$ cat src/rtl/xup_tff_arb_pkg.sv
// Shared definitions for the TFF vector arbiter: controller states and
// the index-width helper used to size grant/pointer registers.
package xup_tff_arb_pkg;

   typedef enum logic [1:0] {
      IDLE   = 2'd0,
      APPLY  = 2'd1,
      SETTLE = 2'd2,
      ACK    = 2'd3
   } state_t;

   // Bits needed to index n requesters; never less than one bit.
   function automatic int clog2(input int n);
      int r;
      r = 1;
      for (int i = 1; i < 32; i++) begin
         if ((1 << i) < n) r = i + 1;
      end
      return r;
   endfunction

endpackage

$ cat src/rtl/xup_rr_arbiter.sv
// Combinational round-robin search: first set request starting at ptr,
// wrapping modulo NREQ. The pointer itself lives in the caller.
module xup_rr_arbiter
   import xup_tff_arb_pkg::*;
#(
   parameter int NREQ = 4,
   parameter int IW   = clog2(NREQ)
) (
   input  logic [NREQ-1:0] req,
   input  logic [IW-1:0]   ptr,
   output logic            gvalid,
   output logic [IW-1:0]   gidx
);

   // Priority scan ptr, ptr+1, ... with wrap; the first hit wins.
   always_comb begin
      int idx;
      // NOTE: every output gets a default before the loop so no path leaves it unassigned (no latch).
      gvalid = 1'b0;
      gidx   = '0;
      idx    = 0;
      for (int k = 0; k < NREQ; k++) begin
         idx = int'(ptr) + k;
         if (idx >= NREQ) idx = idx - NREQ;
         if (!gvalid && req[idx]) begin
            gvalid = 1'b1;
            gidx   = IW'(idx);
         end
      end
   end

endmodule

$ cat src/rtl/xup_tff_vector_arbiter.sv
// Round-robin controller sharing one TFF toggle vector between NREQ
// requesters: grant, pulse t/en for one cycle, capture q, ack one cycle.
module xup_tff_vector_arbiter
   import xup_tff_arb_pkg::*;
#(
   parameter int SIZE = 4,
   parameter int NREQ = 4
) (
   input  logic                 clk,
   input  logic                 reset,
   input  logic [NREQ-1:0]      req,
   input  logic [NREQ*SIZE-1:0] mask,
   output logic [NREQ-1:0]      ack,
   output logic [SIZE-1:0]      rdata,
   output logic                 busy,
   output logic [SIZE-1:0]      t,
   output logic                 en,
   input  logic [SIZE-1:0]      q_in
);

   localparam int IW = clog2(NREQ);

   state_t          state;
   logic [IW-1:0]   ptr;
   logic [IW-1:0]   gidx;
   logic            sel_valid;
   logic [IW-1:0]   sel_idx;
   logic [IW-1:0]   ptr_next;

   xup_rr_arbiter #(
      .NREQ (NREQ),
      .IW   (IW)
   ) u_rr (
      .req    (req),
      .ptr    (ptr),
      .gvalid (sel_valid),
      .gidx   (sel_idx)
   );

   // Pointer moves one past the winner so it becomes lowest priority next.
   assign ptr_next = (sel_idx == IW'(NREQ - 1)) ? '0 : sel_idx + 1'b1;

   // Busy is a pure decode of the state register.
   assign busy = (state != IDLE);

   // Operation sequencer: IDLE -> APPLY -> SETTLE -> ACK -> IDLE.
   always_ff @(posedge clk or posedge reset) begin
      if (reset) begin
         state <= IDLE;
         ptr   <= '0;
         gidx  <= '0;
         t     <= '0;
         en    <= 1'b0;
         ack   <= '0;
         rdata <= '0;
      end else begin
         // NOTE: non-blocking assignments so every register samples pre-edge values.
         case (state)
            IDLE: begin
               if (sel_valid) begin
                  gidx  <= sel_idx;
                  t     <= mask[sel_idx*SIZE +: SIZE];
                  en    <= 1'b1;
                  ptr   <= ptr_next;
                  state <= APPLY;
               end
            end
            APPLY: begin
               t     <= '0;
               en    <= 1'b0;
               state <= SETTLE;
            end
            SETTLE: begin
               rdata <= q_in;
               ack   <= NREQ'(1) << gidx;
               state <= ACK;
            end
            ACK: begin
               ack   <= '0;
               state <= IDLE;
            end
            default: state <= IDLE;
         endcase
      end
   end

endmodule

$ cat config.mk
export PLATFORM = sky130hd
export DESIGN_NAME = xup_tff_vector_arbiter
export DESIGN_NICKNAME = d
export VERILOG_FILES = /design/src/rtl/xup_tff_arb_pkg.sv /design/src/rtl/xup_rr_arbiter.sv /design/src/rtl/xup_tff_vector_arbiter.sv
export SDC_FILE = /design/constraint.sdc
export NUM_CORES = 1
export LEC_CHECK = 0
export ABC_AREA = 1
export CAP_MARGIN = 20
export CORE_ASPECT_RATIO = 1.75
export CORE_UTILIZATION = 50
export CTS_CLUSTER_DIAMETER = 80
export DETAILED_ROUTE_END_ITERATION = 8
export HOLD_SLACK_MARGIN = 0.05
export PLACE_DENSITY = 0.67
export SYNTH_ARGS = -nofsm -noshare
export SYNTH_HDL_FRONTEND = slang
export SYNTH_SLANG_ARGS = --single-unit
export TNS_END_PERCENT = 1
$ cat constraint.sdc
create_clock -name clk -period 7.13 [get_ports clk]
set_input_delay 1.426 -clock clk [delete_from_list [all_inputs] [get_ports clk]]
set_output_delay 1.426 -clock clk [all_outputs]
set_load 0.05 [all_outputs]
==> results of run 1 <==
[per-stage QoR]
stage / std cells / worst slack [ns] / hold slack (ns) / utilization [%]
floorplan: 2345 / 3.18 / 0.450 / -
global placement: 2632 / 1.32 / 0.458 / 52.6
detailed placement: 2632 / 1.22 / 0.467 / 52.6
CTS: 2648 / 1.55 / 0.486 / 53.8
[cell usage after synthesis, types with 2 or more instances]
cell type    n
clkinv_1    10
o21ai_2      3
nand3_4      2
nor2_2      41
nor2_4      23
dfrtp_1     79
o21ai_0    115
buf_2       23
xor2_2       3
nor4_1      13
buf_4       14
nand2_1    865
o22ai_1      4
nand4_1     58
nor2_1     278
xor2_1      81
a21oi_1     19
buf_1        4
inv_2       23
inv_1      191
nand3b_1     4
nand3_1    267
nand3_2     18
o211ai_1     6
xnor2_1      7
nor2_8       4
nand2_4     17
clkbuf_1    26
ha_1        22
nand2_2     40
buf_6       12
o21ai_1     31
nor3_1      29
[cell families after synthesis]
family | count (synthesis) | synth area share, %
xor+xnor | 91 | 6.34
simple gates | 1667 | 58.6
mux | 1 | 0.0774
buf+inv | 303 | 10.1
compound gates | 182 | 7.41
fa+ha+maj | 22 | 2.13
flops | 79 | 15.3
[metal layers]
metal / overflow / global-route usage, %
met4: 1 / 55.7
met1: 0 / 57.6
met2: 3 / 79.9
met3: 0 / 22.9
met5: 0 / 0
==> run metrics, run 1 <==
Port-buffer cells=39; grt ovf=4; floorplan die height=between 200 and 250 um; synth warn=0; top-level I/O count=40; fraction of the yosys area taken by sequential cells=roughly 15%; flip-flop and latch count after synthesis=79; first reported error=[ERROR GRT-0116] Global routing finished with congestion. Check the congestion regions in the DRC Viewer.; Num Clock Sinks=between 70 and 80; number of buffers created by CTS=9; number of setup buffers added after CTS=0; number of enable flip-flop cells after synthesis=0; proportion of synthesized flip-flops having asynchronous set or reset=between 90% and 100%; share of the synthesized area in the top cell type=~25%; largest net degree at the start of global routing=~100; buffer type at the clock tree root=clkbuf_16; cell types with the largest area share after synthesis=nand2_1 (25%), dfrtp_1 (15%), nand3_1 (10%); post-synth cell types=46; Chip Width=roughly 120 um; maximum clock insertion buffer count=2; first-pass GRT wire length=106000 um; cts-stage hold buffer count=0; starting utilization of the core area=between 50% and 60%; main flop type after synthesis=dfrtp_1; post-synth design cell area=12900 um2; half-perimeter wire length after detailed placement=~52000 um; final RePlAce weighted congestion=1.08; cell type with the highest aggregate area in the netlist=nand2_1; Halt Stage=global routing; Mean Syn Cell Area=~5.5 um2; global-route usage over all layers=55.1%; via count of the first global-routing pass=between 15000 and 20000; number of nets produced by synthesis=between 2000 and 2500; synthesized instance count=~2300; status=did not finish; H-tree lvl count=3; Site Rows=between 70 and 80; post-CTS sizing=0; Placement Cell Area=~13000 um2
==> inputs of run 2 (changes only) <==
--- a/config.mk
+++ b/config.mk
@@ -7,12 +7,9 @@
 export LEC_CHECK = 0
 export ABC_AREA = 1
 export CAP_MARGIN = 20
-export CORE_ASPECT_RATIO = 1.75
-export CORE_UTILIZATION = 50
-export CTS_CLUSTER_DIAMETER = 80
+export CORE_UTILIZATION = 35
 export DETAILED_ROUTE_END_ITERATION = 8
-export HOLD_SLACK_MARGIN = 0.05
-export PLACE_DENSITY = 0.67
+export PLACE_DENSITY_LB_ADDON = 0.15
 export SYNTH_ARGS = -nofsm -noshare
 export SYNTH_HDL_FRONTEND = slang
 export SYNTH_SLANG_ARGS = --single-unit
==> run 2 against run 1 <==
  * The flow now finishes without violations
  * Synthesized area unchanged
  * Synthesized cell count stayed put
==> run metrics, run 2 <==
Num Clock Sinks=79 (unchanged); Setup WS pre-CTS=1.03 ns (was 1.22 ns); proportion of synthesized flip-flops having asynchronous set or reset=100% (unchanged); fill cell total of the finished layout=4111; area enclosed by the die boundary=37700 um2; status=completed (was did not finish); core box area=~36000 um2; depth of the worst register-to-register path=28; Port-buffer cells=39 (unchanged); Slew Viols, Final=0; crit path setup slack, layout=between 1 and 1.5 ns; Final Core Density=roughly two fifths; post-detailed-route wirelength per cell=roughly 24 um; most common library cell in the layout ignoring fill and taps=nand2_1; floorplan die height=194 um (was 215 um); half-perimeter wire length after detailed placement=54300 um (was 52300 um); synthesized instance count=2345 (unchanged); number of antenna violations at the first check in global routing=1; worst slack on hold paths=between 0.4 and 0.5 ns; total negative slack=0 ns; Chip Width=194 um (was 124 um); library cell with the highest instance count after synthesis=nand2_1 (unchanged); kind of critical path=reg -> reg; number of enable flip-flop cells after synthesis=0 (unchanged); final RePlAce weighted congestion=1.03 (was 1.08); worst slew pin tran=~0.93 ns; multiplexer fraction of the synthesized cell area=0.0774% (unchanged); maximum clock insertion buffer count=2 (unchanged); post-CTS sizing=0 (unchanged); total count of hold-check failures in the final report=0; adder-cell share of the synthesized area=2.13% (unchanged); Mean Syn Cell Area=5.51 um2 (unchanged); top-level I/O count=40 (unchanged); xor/xnor share of the synthesized area=6.34% (unchanged); largest registers in the final layout=gidx: 32 flops, ptr: 32 flops; minimum clock period after layout=5.89 ns; worst-case clock skew=0.0112 ns; synth warn=0 (unchanged); RSZ-0062 raised after global routing=false; largest voltage drop on the vdd net=between 0.4 and 0.5 mV; number of antenna cells inserted=0; achievable frequency=about 0.17 GHz; post-synth cell types=46 (unchanged); maximum fanout along the worst path=12; WHS Path Cells=2; Vias/cell=roughly 5.6; Largest stage delay, worst path=about 0.74 ns; main flop type after synthesis=dfrtp_1 (unchanged); top cells by count, synth=nand2_1 (865), nor2_1 (278), nand3_1 (267) (unchanged); nets@finish=2394; area fraction in compound gates after synthesis=7.41% (unchanged); final setup violation count=0; total of max-cap violations=0; flip-flop and latch count after synthesis=79 (unchanged); Post-route DRC=0; via count of the first global-routing pass=around 15000; Synth Area in Simple Gates=58.6% (unchanged); number of buffers created by CTS=9 (unchanged); largest net degree at the start of global routing=101; starting utilization of the core area=35.5% (was 51.0%); Critical Path AT=between 6 and 7 ns; Site Rows=70 (was 77); Power Density=roughly 580 nW/um2; post-synth design cell area=12900 um2 (unchanged); combinational family with the most area after synthesis=simple AND/OR/NAND/NOR gates (unchanged); synthesis-to-finish area growth=8.38%; CTS tree=done; cell types with the largest area share after synthesis=nand2_1 (25%), dfrtp_1 (15%), nand3_1 (10%) (unchanged); first-pass GRT wire length=approximately 98000 um; global-route usage over all layers=a little over a third; commonest non-fill, non-tap cells in the layout=nand2_1 (864), nor2_1 (277), nand3_1 (267); share of the synthesized area in the top cell type=25.1% (unchanged); total wire length after detailed routing=between 60000 and 70000 um; cell type with the highest aggregate area in the netlist=nand2_1 (unchanged); required time worst endpoint=7.37 ns; cts-stage hold buffer count=0 (unchanged); static leakage=around 6.9 nW; Setup crit end kind=register; grt ovf=0; TritonRoute pass-1 iters=8; share of cells above drive strength 1=around a tenth; count of routing violations after the opening detailed-route iteration=between 2000 and 2500; setup slack of the worst register-to-register path=about 1.2 ns; post-route fraction of the period consumed by the critical path=approximately 83%; Total Power=around 0.008 W; Critical Path Most Common Cell=nand2_1; hold crit path type=reg -> reg; number of nets produced by synthesis=2393 (unchanged); fraction of the yosys area taken by sequential cells=15.3% (unchanged); CP startpoint kind=register; clock transition at the register clock pins on the worst setup and hold paths after CTS=0.07 ns; slowest stage cell, crit path=dfrtp_1; number of setup buffers added after CTS=0 (unchanged); via count=between 15000 and 20000; Clock Latency Late Sink=around 0.36 ns; relative max-transition margin=a little under two fifths; buffer type at the clock tree root=clkbuf_16 (unchanged); residual antenna-violating net count after detailed routing=0; H-tree lvl count=3 (unchanged)
[run 2: cell counts after synthesis]
Identical to the previous run, type by type.
[run 2: kinds of logic (layout without fill, tap and decap cells)]
kind of cell / after synthesis / count (layout)
adders and majority gates: 22 / 22
muxes: 1 / 1
buffers and inverters: 303 / 309
and+or+nand+nor: 1667 / 1667
DFF: 79 / 79
xor gates and xnor gates: 91 / 91
AOI/OAI and AO/OA: 182 / 182
[run 2: final timing paths]
kind / startpoint / end
worst min-delay path: rdata[2]$_DFFE_PP0P_ / rdata[2]$_DFFE_PP0P_
min in group asynchronous: reset / gidx[8]$_DFFE_PP0P_
worst min register to register: rdata[2]$_DFFE_PP0P_ / rdata[2]$_DFFE_PP0P_
worst max register to register: ptr[2]$_DFFE_PP0P_ / ptr[1]$_DFFE_PP0P_
max in group asynchronous: reset / ptr[11]$_DFFE_PP0P_
worst max-delay path: ptr[2]$_DFFE_PP0P_ / ptr[1]$_DFFE_PP0P_
[run 2: layer usage]
| metal | GRT usage [%] | part of all wire, % | vias up | routed length [um] |
|---|---|---|---|---|
| met4 | 12.3 | 4.3 | 0 | 2850 |
| met3 | 6.11 | 9.3 | 155 | 6260 |
| li1 | - | - | 7478 | - |
| met1 | 50.1 | 44 | 7381 | 29700 |
| met5 | 0 | 0 | - | 0 |
| met2 | 53.7 | 42 | 880 | 28200 |
[run 2: where the power goes]
| part | switching, W | internal, W | total (W) |
|---|---|---|---|
| clock | 0.000200 | 0.000283 | 0.000482 |
| sequential | 0.000244 | 0.000636 | 0.000879 |
| combinational | 0.00515 | 0.00166 | 0.00681 |
[run 2: area by class of cell]
type	instances	area, um2	area share (%)
tap	468	586	4.18
clock inverter	6	68.8	0.491
sequential	79	1980	14.1
clock buffer	10	239	1.71
inverter	224	842	6.01
timing repair buffer	69	648	4.63
multi-input combinational	1963	9650	68.9
[run 2: metrics by stage]
| stage | instances | cell area (um2) |
|---|---|---|
| 3_3_place_gp | 2801 | 13700 |
| 3_5_place_dp | 2801 | 13700 |
| 5_1_grt | 2819 | 14000 |
| 4_1_cts | 2817 | 14000 |
| 6_report | 2819 | 14000 |
| 2_1_floorplan | 2345 | 12900 |
[run 2: worst max-delay path, delay by kind of cell, from the launching register on]
family	cells	cell delay, ns
DFF	1	0.74
and+or+nand+nor	27	4.71
adders and majority gates	1	0.31
No activity file was read; power rests on OpenSTA's default activity.
==> RTL change 1, RTL diff (settings of run 2) <==
`SIZE`: 4 -> 2.
--- a/src/rtl/xup_tff_vector_arbiter.sv
+++ b/src/rtl/xup_tff_vector_arbiter.sv
@@ -4,5 +4,5 @@
    import xup_tff_arb_pkg::*;
 #(
-   parameter int SIZE = 4,
+   parameter int SIZE = 2,
    parameter int NREQ = 4
 ) (
Ports: changed (resized mask, q_in, rdata and t); port bits go from 40 to 26. The function was not compared with the original's and may differ.
==> RTL change 1 against run 2 <==
  * Sequential cell count is 4 lower
  * Cell count decreased by 1.2%
  * Clock skew fell by 0.00080 ns
  * Power shrank 3.5%
  * Final area about the same
  * Setup slack improved by 0.036 ns
  * Combinational power decreased by 4.4%
  * Synthesized cell count decreased by 0.85%
  * Non-clock buffer count decreased by 22
  * Synthesized area increased by 1.8%
  * Wire length down 0.70%
  * Worst hold slack gained 0.0049 ns
  * Critical path type is now in2reg
  * Critical endpoint is now ptr[2]
  * Largest cell class unchanged
  * Largest power group unchanged
==> RTL change 1: results (changes against run 2) <==
The worst clock skew on the final layout is 0.0104 ns (-0.000798 ns), and the number of antenna violations at the first check in global routing is 4 (+3). The maximum fanout along the worst path is 32 (+20). The count of buffers from port buffering was 25 (-36%).

By area the synthesized netlist is led by sky130_fd_sc_hd__nand2_1, sky130_fd_sc_hd__dfrtp_1, sky130_fd_sc_hd__nand3_1, sky130_fd_sc_hd__nor2_1, sky130_fd_sc_hd__xor2_1. The library cell contributing the largest single delay on the critical path was sky130_fd_sc_hd__inv_1. The mean routed wirelength per cell works out to 23.9 um (+0.51%). The run gives 6.96 nW (+1.0%) as the cell leakage power. The largest registers in the layout are gidx: 32 flops, ptr: 32 flops, ack: 4 flops.

The remaining max-slew budget at the tightest pin was 25.1% (-12 points). The area growth from synthesis to layout is 6.40%. The run finished with clean final reports.

For the via count of the first global-routing pass, the log shows 14200 (-2.9%). The commonest cells after synthesis are sky130_fd_sc_hd__nand2_1, sky130_fd_sc_hd__nor2_1, sky130_fd_sc_hd__nand3_1, sky130_fd_sc_hd__inv_1, sky130_fd_sc_hd__xor2_1. The iteration count of the initial detailed-routing pass was 6 (-2); the internal cell power was 2.50 mW (-3.2%).

The run gives 2363 (-1.3%) as the number of nets in the synthesized netlist. For the detailed placer's ending HPWL, the log shows 55.0 mm (+1.3%). The run gives 14.3% (-1.0 points) as the sequential fraction of the synthesis area. The worst IR drop on VDD is 542 uV (+13%). The logs give 1.10 (+6.9%) for the last weighted congestion value of the routability-driven placer and 1673 (-20%) for the number of DRC markers in iteration 0. Distinct cell type count of the synthesized netlist: 49 (+6.5%). The logs give 97.2 mm (-0.81%) for the global-route wire length before repair and 34.8% (-0.57 points) for the total routing resource utilization after global routing.

For the data arrival time at the worst-slack endpoint, the log shows 6.09 ns (-0.05 ns). The tools report the pin count of the biggest net entering global routing as 88 (-13%). The fraction of layout cells with a size suffix above 1 was 11.6% (+1.7 points); the area after detailed placement was 0.0137 mm2 (+0.28%). For the post-cts resize count, the log shows 0 (unchanged).
==> RTL change 1: changes by cell type after synthesis, moves of 9 or more <==
cell                      before  now
sky130_fd_sc_hd__a31oi_1       0    9
sky130_fd_sc_hd__nand3_1     267  209
sky130_fd_sc_hd__nand3_2      18   27
sky130_fd_sc_hd__nand2_1     865  847
sky130_fd_sc_hd__xor2_1       81  113
sky130_fd_sc_hd__a21oi_1      19   10
sky130_fd_sc_hd__nand4_1      58   42
sky130_fd_sc_hd__nand2_2      40   55
==> RTL change 1: worst paths after layout <==
kind / to / depth (start not counted) / from / slack, ns
worst max-delay path: ptr[2] / 21 / req[0] / 1.27
worst min-delay path: gidx[29] / 2 / gidx[29] / 0.48
worst max register to register: ptr[2] / 25 / ptr[2] / 1.41
worst min register to register: gidx[29] / 2 / gidx[29] / 0.48
max in group asynchronous: ptr[27] / 4 / reset / 5.01
min in group asynchronous: ack[2] / 3 / reset / 1.52
==> RTL change 1: metal layers <==
metal	vias up	part of all wire, %	GRT usage (%)
li1	7321	-	-
met1	7257	46	49.4
met2	716	41	52.0
met3	118	9.2	7.53
met4	0	3.6	11.2
met5	-	0	0
==> RTL change 1: cells by family after synthesis <==
| family | count (synthesis) | synth area share (%) |
|---|---|---|
| multiplexers | 2 | 0.171 |
| buffers and inverters | 301 | 9.99 |
| XOR/XNOR | 129 | 8.98 |
| flip-flops | 75 | 14.3 |
| adder cells (fa/ha/maj) | 22 | 2.09 |
| AO/OA/AOI/OAI | 186 | 7.73 |
| AND/OR/NAND/NOR | 1610 | 56.8 |
==> RTL change 1: stage by stage <==
step | util, % | setup slack (ns) | total power [mW] | instances | hold slack [ns]
global route | 38.0 | 0.986 | 8.49 | 2781 | 0.512
CTS | 38.0 | 1.45 | 7.75 | 2780 | 0.480
finish | 38.1 | 1.27 | 7.89 | 2785 | 0.477
detailed placement | 37.2 | 1.06 | 7.29 | 2764 | 0.465
floorplan | - | 3.01 | 5.14 | 2325 | 0.445
global placement | 37.2 | 1.04 | 7.31 | 2764 | 0.460
==> RTL change 1: area by class of cell <==
type	count	area [um2]
Multi-Input combinational cell	1949	9970
Timing Repair Buffer	47	428
Tap cell	468	586
Inverter	226	850
Sequential cell	75	1880
Antenna cell	4	10.0
Clock buffer	9	225
Clock inverter	7	53.8
Fill cell	4190	22800
==> RTL change 1: power by group through the flow <==
stage	combinational, mW	sequential, mW	clock, mW
after floorplan	4.41	0.727	0
after global placement	6.37	0.934	0
after detailed placement	6.36	0.929	0
after CTS	6.39	0.922	0.447
after global routing	7.09	0.940	0.465
final	6.51	0.938	0.438
==> RTL change 2, RTL diff (settings of run 2) <==
Made on the original files. Make the reset (`reset`) synchronous in one clocked block.
--- a/src/rtl/xup_tff_vector_arbiter.sv
+++ b/src/rtl/xup_tff_vector_arbiter.sv
@@ -45,5 +45,5 @@
 
    // Operation sequencer: IDLE -> APPLY -> SETTLE -> ACK -> IDLE.
-   always_ff @(posedge clk or posedge reset) begin
+   always_ff @(posedge clk) begin
       if (reset) begin
          state <= IDLE;
Behaviour: differs if reset is asserted again (counterexample within 4 cycles, from zero or initial values and one cycle with reset high); with reset held inactive, the same outputs for 10 cycles.
==> RTL change 2 against run 2 <==
  * Setup slack better by 0.44 ns
  * Synthesized area is 1.5% lower
  * Sequential cell count stayed put
  * Global-route usage is 1.2 points lower
  * Cell count is 2.5% higher
  * Final area is 1.8% lower
  * Sequential power is 7.4% lower
  * Wire length is 5.5% lower
  * Power is 6.1% lower
  * Critical endpoint is now ptr[0]
==> RTL change 2: results (changes against run 2) <==
The global-route wire length before repair was 92.4 mm (-5.7%); the fraction of layout cells with a size suffix above 1 was 8.52% (-1.3 points). Among all stages on the critical path, the largest delay is contributed by sky130_fd_sc_hd__dfxtp_1. The run gives 1881 (-10%) as the number of DRC markers in iteration 0.

The run gives 12.4% (-2.9 points) as the sequential fraction of the synthesis area. Number of enable flip-flop cells after synthesis: 0 (unchanged). For this run, the leading register cell type out of synthesis is sky130_fd_sc_hd__dfxtp_1.

For the worst IR drop on VDD, the log shows 246 uV (-49%). The tools report the last weighted congestion value of the routability-driven placer as 1.06 (+2.4%). In the synthesized netlist, the cells that appear most often are sky130_fd_sc_hd__nand2_1, sky130_fd_sc_hd__nor2_1, sky130_fd_sc_hd__nand3_1, sky130_fd_sc_hd__inv_1, sky130_fd_sc_hd__o21ai_0.

The number of antenna violations at the first check in global routing is 0 (-1), and the total routing resource utilization after global routing is 34.2% (-1.2 points). The met1 usage in global routing was 44.1% (-5.9 points). The logs give 44 (-4.3%) for the distinct cell type count of the synthesized netlist and 2 (unchanged) for the buffer depth of the longest clock path.

The pin count of the biggest net entering global routing was 59 (-42%); the number of buffers added by the clock tree synthesis step was 9 (unchanged). The detailed placer's ending HPWL is 51.4 mm (-5.4%). The detailed-route wire length was 63.3 mm (-5.5%).

The run finished with clean final reports. The count of buffers from port buffering came out at 39 (unchanged). The via density per instance came out at 5.52 (-2.2%). The stage delay of the slowest cell on the critical path is 0.94 ns (+0.20 ns), and the cell leakage power is 6.99 nW (+1.4%).

The number of nets in the synthesized netlist was 2485 (+3.8%); the actual transition at the worst max-transition pin was 1.07 ns (+0.133 ns). The data arrival time at the worst-slack endpoint is 5.65 ns (-0.49 ns). In the post-synthesis netlist, the biggest area contributors are sky130_fd_sc_hd__nand2_1, sky130_fd_sc_hd__dfxtp_1, sky130_fd_sc_hd__nand3_1, sky130_fd_sc_hd__nor2_1, sky130_fd_sc_hd__inv_1. Via count of the first global-routing pass: 14500 (-1.0%).

The tools report the worst clock skew on the final layout as 0.0149 ns (+0.00372 ns). The run gives 1.42 ns (+0.398 ns) as the setup slack after placement. The fraction of registers with async set or reset after synthesis works out to 0% (-100 points). In the final layout, the registers with the most flip-flops are gidx: 32 flops, ptr: 32 flops. The met2 track demand over resource was 51.2% (-2.5 points). Yosys warning count: 0 (unchanged).

The kind of cell with the highest combined delay along the critical path is simple AND/OR/NAND/NOR gates. The global routing usage on met3 is 8.46% (+2.4 points), and the maximum fanout along the worst path is 13 (+1).
## RTL change 2: cell types whose count changed after synthesis, moves of 8 or more
cell                       change
sky130_fd_sc_hd__nand3_1      -33
sky130_fd_sc_hd__nand2_1      +43
sky130_fd_sc_hd__dfrtp_1      -79
sky130_fd_sc_hd__o21ai_1      -13
sky130_fd_sc_hd__o21ai_0       +8
sky130_fd_sc_hd__a21oi_1      +65
sky130_fd_sc_hd__buf_2        -10
sky130_fd_sc_hd__clkbuf_1     +21
sky130_fd_sc_hd__inv_1        +19
sky130_fd_sc_hd__dfxtp_1      +79
sky130_fd_sc_hd__nor3_1        -9
sky130_fd_sc_hd__nor2_1       +21
sky130_fd_sc_hd__nand4_1      -14
## RTL change 2: metrics by stage
stage               utilization, %  total power, mW  instance area (um2)  cells
finish                        38.6             7.67                13800   2890
global route                  38.6             8.28                13800   2890
CTS                           38.6             7.48                13800   2890
detailed placement            37.7             6.96                13400   2874
global placement              37.7             6.99                13400   2874
floorplan                        -             4.99                12700   2437
## RTL change 2: final timing paths
path / cells past startpoint / end / start / slack (ns)
hold reg to reg: 2 / ack[0] / ack[0] / 0.47
setup reg to reg: 23 / ptr[0] / ptr[15] / 1.68
hold / removal: 2 / ack[0] / ack[0] / 0.47
setup / recovery: 23 / ptr[0] / ptr[15] / 1.68
## RTL change 2: cell type report
type / instances / area (um2)
clock inverters: 7 / 86.3
fillers: 4165 / 21900
flip-flops and latches: 79 / 1580
multi-input cells: 2033 / 9820
inverters: 238 / 893
well taps: 461 / 577
clock buffers: 9 / 225
repair buffers: 63 / 566
## RTL change 2: per-layer routing
| layer | routed length, um | up-vias |
|---|---|---|
| li1 | - | 7703 |
| met1 | 26500 | 7244 |
| met2 | 26500 | 808 |
| met3 | 6090 | 188 |
| met4 | 4200 | 0 |
| met5 | 0 | - |
## RTL change 2: cells by family after synthesis
logic type	count (synthesis)	share of synthesized area, %
AOI/OAI and AO/OA	249	10.3
DFF	79	12.4
and+or+nand+nor	1665	57.8
xor gates and xnor gates	97	6.79
buffers and inverters	325	10.5
adders and majority gates	22	2.16
## RTL change 2: power by group
group | internal (mW) | switching (mW) | leakage (nW) | total, mW
logic | 1.70 | 4.66 | 6.19 | 6.37
registers | 0.586 | 0.228 | 0.650 | 0.814
clock network | 0.280 | 0.210 | 0.150 | 0.489
